==> config.mk <==
export PLATFORM = sky130hd
export DESIGN_NAME = sat_counter
export DESIGN_NICKNAME = d
export VERILOG_FILES = /design/src/rtl/tt_sweep_checker_sat_counter.sv
export SDC_FILE = /design/constraint.sdc
export NUM_CORES = 1
export LEC_CHECK = 0
export CORE_UTILIZATION = 45
export CTS_CLUSTER_DIAMETER = 30
export DETAILED_ROUTE_END_ITERATION = 12
export PLACE_DENSITY_LB_ADDON = 0.25
export SLEW_MARGIN = 40
export SYNTH_ARGS = -nofsm -noshare
export SYNTH_HDL_FRONTEND = slang
export SYNTH_SLANG_ARGS = --single-unit
==> constraint.sdc <==
create_clock -name clk -period 2.5 [get_ports clk]
set_clock_uncertainty 0.2 [all_clocks]
set_input_delay 0.625 -clock clk [delete_from_list [all_inputs] [get_ports clk]]
set_output_delay 0.625 -clock clk [all_outputs]
set_load 0.02 [all_outputs]
==> src/rtl/tt_sweep_checker_sat_counter.sv <==
// Saturating up-counter with synchronous clear (clear beats increment)
// and asynchronous active-high reset.
module sat_counter #(
    parameter int W = 16
) (
    input  logic         clk,
    input  logic         rst,
    input  logic         clr_i,
    input  logic         inc_i,
    output logic [W-1:0] cnt_o
);

    logic [W-1:0] cnt_q;
    logic [W-1:0] cnt_d;

    always_comb begin
        cnt_d = cnt_q;
        if (clr_i) begin
            cnt_d = '0;
        end else if (inc_i && (cnt_q != '1)) begin
            cnt_d = cnt_q + 1'b1;
        end
    end

    always_ff @(posedge clk or posedge rst) begin
        if (rst) begin
            cnt_q <= '0;
        end else begin
            cnt_q <= cnt_d;
        end
    end

    assign cnt_o = cnt_q;

endmodule

* Word-level counts from Yosys, hierarchy flattened
Index checks and enable logic that the tools add are counted.
** Cells by class
- Add/subtract/negate cells :: 1
- Equal/unequal tests :: 1
- Mux-type cells :: 2
- Reductions and logical operators :: 2
** Operator list (count)
- $mux 16 :: 2
- $add 16x1->16 const B :: 1
- $ne 16x16->1 const B :: 1
- $reduce_bool 2->1 :: 1
- $logic_and 1x1->1 :: 1
** Word-level totals
- Register bits :: 16
- Bits of input ports :: 4
- Logic and storage cells :: 7

* Longest topological paths before layout
- Depth in word-level cells :: 4
- Mapped depth :: 6
- Depth with buffers taken out :: 5

* Worst setup path before layout
OpenSTA, ideal clock, no wires.
- Kind :: input-to-reg
- Start point :: input inc_i
- End point :: register cnt_q[13] (netlist: cnt_o[13])
- Library setup time :: 0.078 ns
- Data arrival time :: 1.916 ns
- Data required time :: 2.222 ns
- Setup slack :: 0.307 ns
- Stages on the path :: 5
- Cell sequence :: clkbuf_2 > nand3_1 > or4_4 > or4_1 > a21oi_1
** Between the ends
- Cells in the longest elaborated chain, start to end :: 2
** Ends and longest elaborated chain
- start, declared :: RTL line 9 : input logic inc_i,
- $logic_and 1x1->1 :: RTL line 20 : end else if (inc_i && (cnt_q != '1)) begin
- $reduce_bool 2->1 (no source line)
- end signal, assigned :: RTL line 29 : cnt_q <= cnt_d;
- end, declared :: RTL line 13 : logic [W-1:0] cnt_q;
No other way between the ends.
A chain may end at the register's enable or synchronous reset.

* Final worst setup path
- Start point :: register cnt_q[15] (netlist: cnt_o[15])
- End point :: output cnt_o[15]
** RTL lines
- end, declared :: RTL line 10 : output logic [W-1:0] cnt_o
No word-level cell between the ends.

==> impl_metrics.ini <==
[logic_synthesis]
ys.flop_type = dfrtp_1
synth-edff-count = 0
synth_area_per_cell_um2 = 9.229
synth_seq_area_share_pct = 42.95
syn_inst = 101
ys_warn_count = 0
ys_ff_latch = 16
synthTopCellsByArea = dfrtp_1, a21oi_1, or4_1
yosysTopAreaCell = dfrtp_1
synth_most_common_cell = dfrtp_1
synth_top_area_share_pct = 42.95
ys_async_sr_fraction_pct = 100.0
synth_fp_nets = 106
synth_common_cells = dfrtp_1, a21oi_1, nand3_1
ys_types = 29
netlist_area_um2 = 932.1

[worst_setup_path]
critPathMaxStageDelay_ns = 0.65
critPathBufInv = 1
path_cells = clkdlybuf4s50_1
worst_ep_arrival_time_ns = 1.43
r2r_setup_slack_ns = 0.44
slowest_stage = clkdlybuf4s50_1
crit_required_ns = 1.67
path_max_fanout = 8
crit_type = register to output port
startpoint = cnt_o[15]
start_kind = register
timing.rr.start = cnt_o[7]
crit_family = buffers and inverters
cp-end-kind = output port

[route]
route.met2.wl_um = 995
wire_per_inst_um = 14.15
highest-signal-layer = met4
vias = 913
drc = 0
drt_pass1_iterations = 4
dr_wl_met3_um = 118
met1_length_um = 969
detail-route-antenna-nets = 0
drt_iter0_markers = 34
routed_wl_um = 2122
via_per_inst = 6.087

[global_routing]
grt_remaining_overflow = 0
grt_pass1_vias = 728
grt_max_degree = 17
grt_usage_pct = 20.91
antenna_found_initial = 0
grt_pass1_wl_um = 3263

[clock_network]
path_clk_slew_ns = 0.09
numCtsBuffers = 3
root_buffer = clkbuf_4
cts_buffer_depth = 2
cts_htree_levels = 1
cts.sinks = 16
cts_resized = 0
clk-insertion-delay-late_ns = 0.28
cts_hold_buf = 0
cts_tree = done
post_cts_buffers = 0

[job]
maxCapViolations = 0

[layout]
final_nets = 130
largest_reg_flops = 16
fill_cells = 186
drive_gt1_share_pct = 10.57
syn_to_final_growth_pct = 26.98
antennaDiodeCount = 0

[run_status]
outcome = complete, no violations

[placement]
io_buffers = 19
place.gp.congestion = 0.7889
dp_slack_ns = -0.01044

[die]
rows = 16
coreArea_um2 = 1962
die_height_um = 47.51
initial_core_util_pct = 47.51
ios = 20
die_w_um = 47.51
dieArea_um2 = 2257

[sta]
rsz0062_at_grt = false
fmaxAchievable_ghz = 0.4444
max_slew_margin_pct = 57.05
setup_violations = 0
finalHoldViolCount = 0
slew_viol_final = 0
finalWorstSetupSlack_ns = 0.2495
post-route-period-util_pct = 90.02
tns_ns = 0
worstMarginPinSlew_ns = 0.6435
period_needed_ns = 2.250
worst_hold_slack_ns = 0.3841

[power]
powerDensity_nw_per_um2 = 372.2
p_leak_uw = 0.0004243
ir_drop_mv = 0.3326

[min_path]
hp-class = register to register
worstHoldStart = cnt_o[14]
## area by class of cell
class | instances | area (um2) | area share [%]
timing repair buffer | 23 | 220.2 | 18.60
tap | 27 | 33.78 | 2.854
clock buffer | 3 | 22.52 | 1.903
multi-input combinational | 78 | 495.5 | 41.86
sequential | 16 | 400.4 | 33.83
inverter | 3 | 11.26 | 0.9514
## per-stage QoR
stage	util (%)	total power, uW	instances	cell area (um2)
CTS	60.33	443.2	150	1184
global route	60.33	455.0	150	1184
global placement	59.18	311.2	147	1161
floorplan	-	294.9	101	932.1
detailed placement	59.18	312.8	147	1161
finish	60.33	440.6	150	1184
## worst min-delay path: cells and delay by family (launching register included)
kind	cells	cell delay, ns
flip-flops	1	0.42
AO/OA/AOI/OAI	2	0.13
## cell families (layout without fill, tap and decap cells)
kind of cell	after synthesis	in the layout	synth area share (%)
simple gates	49	49	32.62
compound gates	25	25	15.71
flops	16	16	42.95
buf+inv	7	29	3.892
mux	3	3	3.490
fa+ha+maj	1	1	1.342
## cells in the final DEF, fill, tap and decap left out, types with 2 or more instances in the layout
cell | netlist | final
nand3_1 | 7 | 7
nand2_1 | 6 | 6
nand2b_1 | 2 | 2
a21oi_1 | 12 | 12
nor4_1 | 3 | 3
nor3_1 | 4 | 4
nor2_1 | 3 | 3
buf_4 | 1 | 4
or4_1 | 6 | 6
nand4_1 | 4 | 4
o41ai_1 | 2 | 2
clkdlybuf4s50_1 | 0 | 19
mux2_2 | 2 | 2
or3_1 | 6 | 6
o31ai_1 | 5 | 5
o21ai_0 | 5 | 5
nor2b_1 | 3 | 3
dfrtp_1 | 16 | 16
clkbuf_4 | 0 | 3
inv_1 | 3 | 3
## worst paths after layout
check	to	depth (start not counted)
max	cnt_o[15]	1
min	cnt_o[14]	2
max reg2reg	cnt_o[13]	4
min reg2reg	cnt_o[14]	2
max in group asynchronous	cnt_o[11]	2
min in group asynchronous	cnt_o[1]	2
## metal layers
| layer | vias to the layer above | track usage [%] |
|---|---|---|
| li1 | 441 | - |
| met1 | 443 | 27.31 |
| met2 | 25 | 32.60 |
| met3 | 4 | 3.396 |
| met4 | 0 | 12.00 |
| met5 | - | 0 |
## where the power goes
part           switching (uW)  leakage (uW)  internal (uW)
Clock                    77.4     0.0000138           55.9
Sequential               4.76      0.000222            262
Combinational            22.9      0.000188           18.0
Note: power is estimated with default switching activity, not from simulation.
